[src/rtl/sram_output_reader.sv]
// Streams one output row back from SRAM: issues sequential reads from the output
// base, absorbs the fixed read latency, and buffers returns in a credit-managed FIFO.
module sram_output_reader #(
    parameter int DATA_W     = 16,
    parameter int RD_LATENCY = 2,
    parameter int FIFO_DEPTH = 4
) (
    input  logic              clk,
    input  logic              rst,
    input  logic              clear,
    input  logic              start,
    input  logic [12:0]       image_width,
    input  logic [25:0]       sram_outputAddrStart,
    output logic              sram_rd_en,
    output logic [25:0]       sram_addr,
    input  logic [DATA_W-1:0] sram_rdata,
    output logic [DATA_W-1:0] pix_data,
    output logic              pix_valid,
    input  logic              pix_ready,
    output logic              busy,
    output logic              done
);

    localparam int PTR_W = $clog2(FIFO_DEPTH);
    localparam int CNT_W = $clog2(FIFO_DEPTH + RD_LATENCY + 1);

    typedef enum logic [1:0] {IDLE, READ, DRAIN, DONE} state_t;

    state_t                 state_q, state_d;
    logic [12:0]            width_q, width_d;
    logic [12:0]            issue_cnt_q, issue_cnt_d;
    logic [12:0]            deliv_cnt_q, deliv_cnt_d;
    logic [25:0]            base_q, base_d;
    logic [RD_LATENCY-1:0]  vld_sr_q, vld_sr_d;
    logic [PTR_W-1:0]       wr_ptr_q, wr_ptr_d, rd_ptr_q, rd_ptr_d;
    logic [CNT_W-1:0]       fifo_cnt_q, fifo_cnt_d;
    logic [CNT_W-1:0]       in_flight;
    logic [DATA_W-1:0]      mem_q [FIFO_DEPTH];
    logic                   issue, push, pop;

    // Outstanding reads are exactly the set bits of the latency shift register.
    always_comb begin
        in_flight = '0;
        for (int i = 0; i < RD_LATENCY; i++) begin
            in_flight = in_flight + CNT_W'(vld_sr_q[i]);
        end
    end

    assign issue = (state_q == READ) && !clear &&
                   (({1'b0, in_flight} + {1'b0, fifo_cnt_q}) < (CNT_W + 1)'(FIFO_DEPTH));
    assign push  = vld_sr_q[RD_LATENCY-1];
    assign pop   = pix_valid && pix_ready;

    assign sram_rd_en = issue;
    assign sram_addr  = base_q + 26'(issue_cnt_q);
    assign pix_valid  = (fifo_cnt_q != '0);
    assign pix_data   = pix_valid ? mem_q[rd_ptr_q] : '0;
    assign busy       = (state_q == READ) || (state_q == DRAIN);
    assign done       = (state_q == DONE);

    always_comb begin
        state_d     = state_q;
        width_d     = width_q;
        base_d      = base_q;
        issue_cnt_d = issue_cnt_q;
        deliv_cnt_d = deliv_cnt_q;
        wr_ptr_d    = wr_ptr_q;
        rd_ptr_d    = rd_ptr_q;
        fifo_cnt_d  = fifo_cnt_q + CNT_W'(push) - CNT_W'(pop);

        vld_sr_d[0] = issue;
        for (int i = 1; i < RD_LATENCY; i++) begin
            vld_sr_d[i] = vld_sr_q[i-1];
        end

        if (push) begin
            wr_ptr_d = (wr_ptr_q == PTR_W'(FIFO_DEPTH - 1)) ? '0 : wr_ptr_q + 1'b1;
        end
        if (pop) begin
            rd_ptr_d    = (rd_ptr_q == PTR_W'(FIFO_DEPTH - 1)) ? '0 : rd_ptr_q + 1'b1;
            deliv_cnt_d = deliv_cnt_q + 13'd1;
        end
        if (issue) begin
            issue_cnt_d = issue_cnt_q + 13'd1;
        end

        case (state_q)
            IDLE: begin
                if (start) begin
                    width_d     = image_width;
                    base_d      = sram_outputAddrStart;
                    issue_cnt_d = '0;
                    deliv_cnt_d = '0;
                    state_d     = (image_width == '0) ? DONE : READ;
                end
            end
            READ: begin
                if (issue && (issue_cnt_q + 13'd1 == width_q)) state_d = DRAIN;
            end
            DRAIN: begin
                if (pop && (deliv_cnt_q + 13'd1 == width_q)) state_d = DONE;
            end
            default: state_d = IDLE;
        endcase

        // Abort wins over everything: late returns are dropped by zeroing the valid pipe.
        if (clear) begin
            state_d    = IDLE;
            vld_sr_d   = '0;
            fifo_cnt_d = '0;
            wr_ptr_d   = '0;
            rd_ptr_d   = '0;
        end
    end

    always_ff @(posedge clk or posedge rst) begin
        if (rst) begin
            state_q     <= IDLE;
            width_q     <= '0;
            base_q      <= '0;
            issue_cnt_q <= '0;
            deliv_cnt_q <= '0;
            vld_sr_q    <= '0;
            wr_ptr_q    <= '0;
            rd_ptr_q    <= '0;
            fifo_cnt_q  <= '0;
        end else begin
            if (push && !clear) begin
                assert (fifo_cnt_q < CNT_W'(FIFO_DEPTH));
            end
            state_q     <= state_d;
            width_q     <= width_d;
            base_q      <= base_d;
            issue_cnt_q <= issue_cnt_d;
            deliv_cnt_q <= deliv_cnt_d;
            vld_sr_q    <= vld_sr_d;
            wr_ptr_q    <= wr_ptr_d;
            rd_ptr_q    <= rd_ptr_d;
            fifo_cnt_q  <= fifo_cnt_d;
        end
    end

    // Buffer storage carries data only; occupancy is tracked by the control flops.
    always_ff @(posedge clk) begin
        if (push && !clear) begin
            mem_q[wr_ptr_q] <= sram_rdata;
        end
    end

endmodule

[config.mk]
export PLATFORM = sky130hd
export DESIGN_NAME = sram_output_reader
export DESIGN_NICKNAME = d
export VERILOG_FILES = /design/src/rtl/sram_output_reader.sv
export SDC_FILE = /design/constraint.sdc
export NUM_CORES = 1
export LEC_CHECK = 0
export CORE_MARGIN = 4
export CORE_UTILIZATION = 50
export DETAILED_ROUTE_END_ITERATION = 10
export PLACE_DENSITY = 0.86
export SLEW_MARGIN = 10
export SYNTH_ARGS = -nofsm -noshare
export SYNTH_HDL_FRONTEND = slang
export SYNTH_SLANG_ARGS = --single-unit
[constraint.sdc]
create_clock -name clk -period 2.65 [get_ports clk]
set_clock_uncertainty 0.05 [all_clocks]
set_input_delay 0.53 -clock clk [delete_from_list [all_inputs] [get_ports clk]]
set_output_delay 0.53 -clock clk [all_outputs]
set_load 0.01 [all_outputs]
==> impl_metrics.yaml, run 1 <==
clocking:
  ctsRootBufferMaster: "sky130_fd_sc_hd__clkbuf_16"
  post_cts_hold_buffer_count: 0
  maximum_level_of_the_cts_h_tree: 4
  worst_setup_hold_path_clk_slew_ps: 60
  clock_insertion_delay_worst_skew_ps: 430
  numCtsBuffers: 17
  clock-sinks: 140
  clockBufferDepth: 2
  cts_tree: "done"
power_and_ir_drop:
  switchingPower_mw: 3.193
  max-vdd-ir-drop_mv: 0.5924
  p_seq_frac: 0.338
  internal_power_mw: 5.979
  clock_power_share: 0.233
  power.static_leakage_nw: 4.073
  report.power.total_mw: 9.172
  power.combinational.fraction: 0.429
  power_density_nw_per_um2: 921.5
  p_sw_frac: 0.3482
yosys:
  seq_area_frac_synth: 0.5242
  post_synth_inst_count: 599
  synth-edff-count: 64
  netlist_area_sq_um: 7294
  yosysWarningCount: 0
  yosys_register_bits: 140
  mappedNetlistNets: 688
  async_flop_share: 0.5429
  synth_flop_cell: "sky130_fd_sc_hd__dfrtp_1"
  post_synth.cell_area_avg_sq_um: 12.18
  synth.distinct_cells: 66
floorplanning:
  dieArea_sq_um: 16590
  ios: 106
  core_area_sq_um: 14100
  initial_core_util: 0.5175
  rows: 43
  die_width_um: 128.8
  die_height_um: 128.8
sta:
  maxSlewHeadroom: 0.6176
  setup_violations: 22
  hold_viol: 0
  timing_worst_slew_pin_value_ps: 572.7
  whs_ps: 433.8
  timing.final.max_slew_violations: 0
  period_needed_ps: 3321
  total_negative_slack_ps: -10790
  final_critical_path_setup_slack_ps: -671.4
  fin_crit_sh: 1.253
  rsz0062_at_grt: "yes"
  fmax_mhz: 301.1
hold_path:
  hp-class: "in2async"
finish:
  fraction_of_layout_cells_with_a_size_suffix_above_1: 0.3166
  fin_nets: 894
  area_growth_pct: 36.45
  n_antenna_cell: 0
placed_design:
  place_congestion: 0.8689
  placement.io_buffers: 105
  dp_slack_ps: -789.2
  post-dp-hpwl_um: 12790
critical_path:
  worst_path_arrival_time_ps: 2740
  crit_path_top_cell_by_count: "sky130_fd_sc_hd__a21o_1"
  worstSetupStartpointType: "register"
  critical_path.cell_chain: "ha_2, fa_2, a21o_1, a21oi_2, o21ai_2, a31oi_4, a21o_1, and3b_2, xor2_2, buf_2"
  timing.critical_path.slowest_cell_delay_ps: 380
  worstSetupPathType: "reg2out"
  timing.critical_path.fanout_max: 2
  timing.critical_path.required_ps: 2070
  end_kind: "output pin"
  critical-path-slowest-cell: "sky130_fd_sc_hd__dfrtp_1"
route:
  via_count: 5565
  drt-wirelength-per-cell_um: 18.74
  antenna_violating_nets_post_route: 0
  vias_per_std_cell: 5.576
  total_routed_wirelength_um: 18700
  dr_iter_0_viols: 443
  dr.pass1.iters: 6
  detail_route.drc_violations: 0
global_routing:
  grt_use_total: 0.2317
  grt_start_max_net_pins: 63
  global_route.overflow_total: 0
  first_pass_grt_wire_length_um: 29940
  via_count_of_the_first_global_routing_pass: 5977
  grt_antenna_before_repair: 1
run_status:
  failed_checks: "setup timing"
  status: "complete, but fails checks"
run:
  maxCapViolCount: 0
[layout make-up]
cell class                      count  area, sq um
Clock buffer                       19        432.9
Clock inverter                     13        95.09
Fill cell                         921         4143
Inverter                           21        78.83
Multi-Input combinational cell    414         3497
Sequential cell                   140         3826
Tap cell                          180        225.2
Timing Repair Buffer              211         1798
[layer usage]
layer  vias to the layer above  global-route usage  wire [um]
met1                      2705              0.2629       7115
met2                       243              0.4113       9613
li1                       2558                   -          -
met3                        57             0.06268       1313
met5                         -                   0         13
met4                         2             0.09759        647
[power by group through the flow]
stage          clock (mW)  sequential (mW)  combinational [mW]
5_1_grt              2.27             3.14                4.26
2_1_floorplan           0             2.98                2.15
6_report             2.14             3.10                3.93
4_1_cts              2.16             3.08                3.82
3_3_place_gp            0             3.08                3.73
3_5_place_dp            0             3.11                3.90
[state kept, by name (all words and copies together) (netlist names)]
signal       cells
mem_q           64
base_q          26
deliv_cnt_q     13
issue_cnt_q     13
width_q         13
fifo_cnt_q       3
rd_ptr_q         2
state_q          2
vld_sr_q         2
wr_ptr_q         2
[path summary, 6_finish.rpt]
kind | to | slack, ps | from | cells past startpoint
worst max-delay path | sram_addr[24] | -670 | issue_cnt_q[0] | 10
worst min-delay path | base_q[17] | 430 | rst | 2
worst max register to register | state_q[1] | 50 | issue_cnt_q[0] | 9
worst min register to register | base_q[7] | 470 | base_q[7] | 1
max in group asynchronous | deliv_cnt_q[0] | 1420 | rst | 3
min in group clk | base_q[7] | 470 | base_q[7] | 1
[what timing repair did]
action / in CTS / in global routing
gates resized for setup: 127 / 43
endpoints found under the setup margin: 44 / 42
setup buffers: 10 / 12
cloned: 1 / 0
pin swaps: 19 / 9
[per-stage QoR]
| stage | utilization | area, sq um | instances |
|---|---|---|---|
| floorplan | - | 7311 | 599 |
| global placement | 0.6491 | 9150 | 945 |
| detailed placement | 0.6491 | 9150 | 945 |
| CTS | 0.6928 | 9766 | 987 |
| global route | 0.7061 | 9953 | 998 |
| finish | 0.7061 | 9953 | 998 |
[logic make-up after synthesis]
| group | Yosys count | share of synthesized area |
|---|---|---|
| AND/OR/NAND/NOR | 191 | 0.1383 |
| AO/OA/AOI/OAI | 58 | 0.05198 |
| adder cells (fa/ha/maj) | 29 | 0.05180 |
| XOR/XNOR | 78 | 0.09365 |
| buffers and inverters | 45 | 0.02641 |
| multiplexers | 58 | 0.1137 |
| flip-flops | 140 | 0.5242 |
[critical path: cells and delay by family, from the launching register on]
| kind | cells | cell delay (ps) |
|---|---|---|
| fa+ha+maj | 2 | 550 |
| compound gates | 5 | 820 |
| flops | 1 | 380 |
| buf+inv | 1 | 160 |
| simple gates | 1 | 240 |
| xor+xnor | 1 | 170 |
[placed cells by master (no fill, tap or decap), types with 20 or more instances in the layout]
cell                              count
sky130_fd_sc_hd__mux2_2              38
sky130_fd_sc_hd__nor2_1              51
sky130_fd_sc_hd__nand2_1             27
sky130_fd_sc_hd__buf_2               22
sky130_fd_sc_hd__xnor2_1             47
sky130_fd_sc_hd__ha_1                22
sky130_fd_sc_hd__clkdlybuf4s50_1     63
sky130_fd_sc_hd__and2_1              20
sky130_fd_sc_hd__dfrtp_1             74
sky130_fd_sc_hd__buf_4               95
sky130_fd_sc_hd__edfxtp_1            64
sky130_fd_sc_hd__xor2_1              27
[synth_stat cells, drive strengths merged (2+ instances only)]
cell / n / share of area
mux2i: 3 / 0.0041
o22a: 2 / 0.0026
xnor2: 50 / 0.060
o2111ai: 2 / 0.0024
mux2: 39 / 0.060
and3: 9 / 0.0077
nor4: 4 / 0.0043
inv: 20 / 0.010
edfxtp: 64 / 0.26
nor3: 11 / 0.0075
buf: 14 / 0.010
clkbuf: 10 / 0.0051
o21bai: 3 / 0.0031
and4: 4 / 0.0051
xor2: 28 / 0.034
nand4: 10 / 0.0086
or2: 3 / 0.0026
o21ai: 12 / 0.0082
ha: 27 / 0.046
nand3: 17 / 0.012
a31oi: 3 / 0.0026
a21oi: 16 / 0.011
nor2b: 8 / 0.0069
nand2b: 7 / 0.0060
or3: 6 / 0.0051
fa: 2 / 0.0055
o311ai: 2 / 0.0024
dfrtp: 76 / 0.26
a21o: 5 / 0.0051
and2: 22 / 0.019
or4: 2 / 0.0021
nand3b: 2 / 0.0021
nand2: 28 / 0.015
mux4: 16 / 0.049
nor2: 51 / 0.026
No activity file was read; power rests on OpenSTA's default activity.
==> run 2, diff against run 1 <==
Settings changed: CORE_UTILIZATION 50 to 51, CTS_BUF_LIST set to sky130_fd_sc_hd__clkbuf_2 sky130_fd_sc_hd__clkbuf_4 sky130_fd_sc_hd__clkbuf_8, HOLD_SLACK_MARGIN set to 0.05, PLACE_DENSITY 0.86 to 0.88.
==> impl_metrics.yaml, run 2 (same netlist as run 1, synthesis figures left out) <==
power_and_ir_drop:
  clock_power_share: 0.196
  p_seq_frac: 0.352
  power_density_nw_per_um2: 885.5
  internal_power_mw: 5.645
  switchingPower_mw: 3.116
  power.static_leakage_nw: 4.041
  max-vdd-ir-drop_mv: 0.8073
  p_sw_frac: 0.3557
  power.combinational.fraction: 0.453
clocking:
  clock_insertion_delay_worst_skew_ps: 440
  clockBufferDepth: 2
  worst_setup_hold_path_clk_slew_ps: 80
  maximum_level_of_the_cts_h_tree: 4
  clock-sinks: 140
  cts_tree: "done"
  ctsRootBufferMaster: "sky130_fd_sc_hd__clkbuf_8"
  numCtsBuffers: 17
  post_cts_hold_buffer_count: 0
sta:
  setup_violations: 22
  fin_crit_sh: 1.277
  rsz0062_at_grt: "yes"
  total_negative_slack_ps: -12480
  fmax_mhz: 295.5
  period_needed_ps: 3384
  timing_worst_slew_pin_value_ps: 514.0
  maxSlewHeadroom: 0.6568
  hold_viol: 0
  final_critical_path_setup_slack_ps: -734.0
  timing.final.max_slew_violations: 0
route:
  vias_per_std_cell: 5.568
  dr.pass1.iters: 5
  dr_iter_0_viols: 353
  drt-wirelength-per-cell_um: 18.87
  total_routed_wirelength_um: 18740
  antenna_violating_nets_post_route: 0
  via_count: 5529
  detail_route.drc_violations: 0
critical_path:
  worstSetupPathType: "reg2out"
  timing.critical_path.required_ps: 2070
  ff2ff_setup_slack_ps: 10
  timing.critical_path.fanout_max: 4
  rr_endpoint: "state_q[1]"
  end_kind: "output pin"
  worstSetupStartpointType: "register"
  worst_path_arrival_time_ps: 2800
  timing.rr.start: "deliv_cnt_q[0]"
  worst-r2r-cell-count: 9
floorplanning:
  initial_core_util: 0.5235
  rows: 43
  die_width_um: 127.6
  dieArea_sq_um: 16280
  core_area_sq_um: 13930
  die_height_um: 127.6
  ios: 106
placed_design:
  dp_cells: 943
  placement.io_buffers: 105
  dp_slack_ps: -894.1
  post-dp-hpwl_um: 12740
  place_congestion: 0.8823
  post_dp_cell_area_sq_um: 9135
finish:
  most-common-layout-cells: "sky130_fd_sc_hd__buf_4, sky130_fd_sc_hd__dfrtp_1, sky130_fd_sc_hd__edfxtp_1"
  fraction_of_layout_cells_with_a_size_suffix_above_1: 0.3333
  fin_nets: 889
  largest_reg_flops: 64
  layout.cells.non_filler: 993
  final_cell_area_sq_um: 9894
  final_common_cell: "sky130_fd_sc_hd__buf_4"
  regMostFlops: "mem_q"
  largestRegisters: "mem_q: 64 flops, base_q: 26 flops"
  n_antenna_cell: 0
  area_growth_pct: 35.64
run_status:
  failed_checks: "setup timing"
  status: "complete, but fails checks"
global_routing:
  grt_use_total: 0.2338
  via_count_of_the_first_global_routing_pass: 5925
  grt_start_max_net_pins: 53
  grt_antenna_before_repair: 1
  first_pass_grt_wire_length_um: 29850
  global_route.overflow_total: 0
run:
  maxCapViolCount: 0
hold_path:
  hp-class: "in2async"
[run 2: what timing repair did]
item / in CTS / in global routing
setup endpoints to repair: 44 / 36
setup buffers: 12 / 9
pin swaps: 17 / 21
gates resized for setup: 129 / 78
gates cloned: 1 / 0
[run 2: power by group through the flow]
stage	logic, mW	registers (mW)	clock network (mW)
4_1_cts	3.83	3.07	1.75
5_1_grt	4.31	3.12	1.85
2_1_floorplan	2.15	2.98	0
6_report	3.97	3.08	1.72
3_5_place_dp	3.89	3.10	0
3_3_place_gp	3.76	3.07	0
[run 2: area by class of cell]
| type | count | area (sq um) |
|---|---|---|
| Inverter | 21 | 78.83 |
| Fill cell | 870 | 4040 |
| Multi-Input combinational cell | 414 | 3601 |
| Timing Repair Buffer | 206 | 1764 |
| Clock inverter | 15 | 162.7 |
| Tap cell | 180 | 225.2 |
| Clock buffer | 17 | 234.0 |
| Sequential cell | 140 | 3829 |
[run 2: worst max path at each step]
stage                   startpoint             to  slack, ps  cells after the start
floorplan           issue_cnt_q[0]  sram_addr[24]       -110                      9
global placement    issue_cnt_q[4]  sram_addr[25]       -720                     10
detailed placement  issue_cnt_q[3]  sram_addr[25]       -890                     10
CTS                      base_q[0]  sram_addr[24]       -730                     10
global route             base_q[0]  sram_addr[16]       -880                     11
finish                   base_q[0]  sram_addr[24]       -730                     10
[run 2: through the flow]
| stage | utilization | power (mW) | hold WS [ps] |
|---|---|---|---|
| finish | 0.7101 | 8.761 | 379.3 |
| global route | 0.7101 | 9.280 | 398.6 |
| CTS | 0.6946 | 8.640 | 367.9 |
| detailed placement | 0.6556 | 6.994 | 451.1 |
| global placement | 0.6556 | 6.824 | 444.6 |
| floorplan | - | 5.134 | 420.8 |
[run 2: layer usage]
metal	up-vias	global-route usage	wire [um]
met5	-	0	8
met1	2697	0.2674	7093
met4	2	0.07054	520
met2	233	0.4122	9665
li1	2551	-	-
met3	46	0.08319	1448
[run 2: worst max-delay path, cell delays in order (launching register included)]
cell and delay [ps]:
sky130_fd_sc_hd__dfrtp_1 390, sky130_fd_sc_hd__ha_2 200, sky130_fd_sc_hd__fa_2 340, sky130_fd_sc_hd__a21o_1 180
sky130_fd_sc_hd__a21oi_2 190, sky130_fd_sc_hd__o21ai_2 110, sky130_fd_sc_hd__a31oi_4 180, sky130_fd_sc_hd__a21o_1 210
sky130_fd_sc_hd__and3b_2 240, sky130_fd_sc_hd__xor2_2 170, sky130_fd_sc_hd__buf_2 140
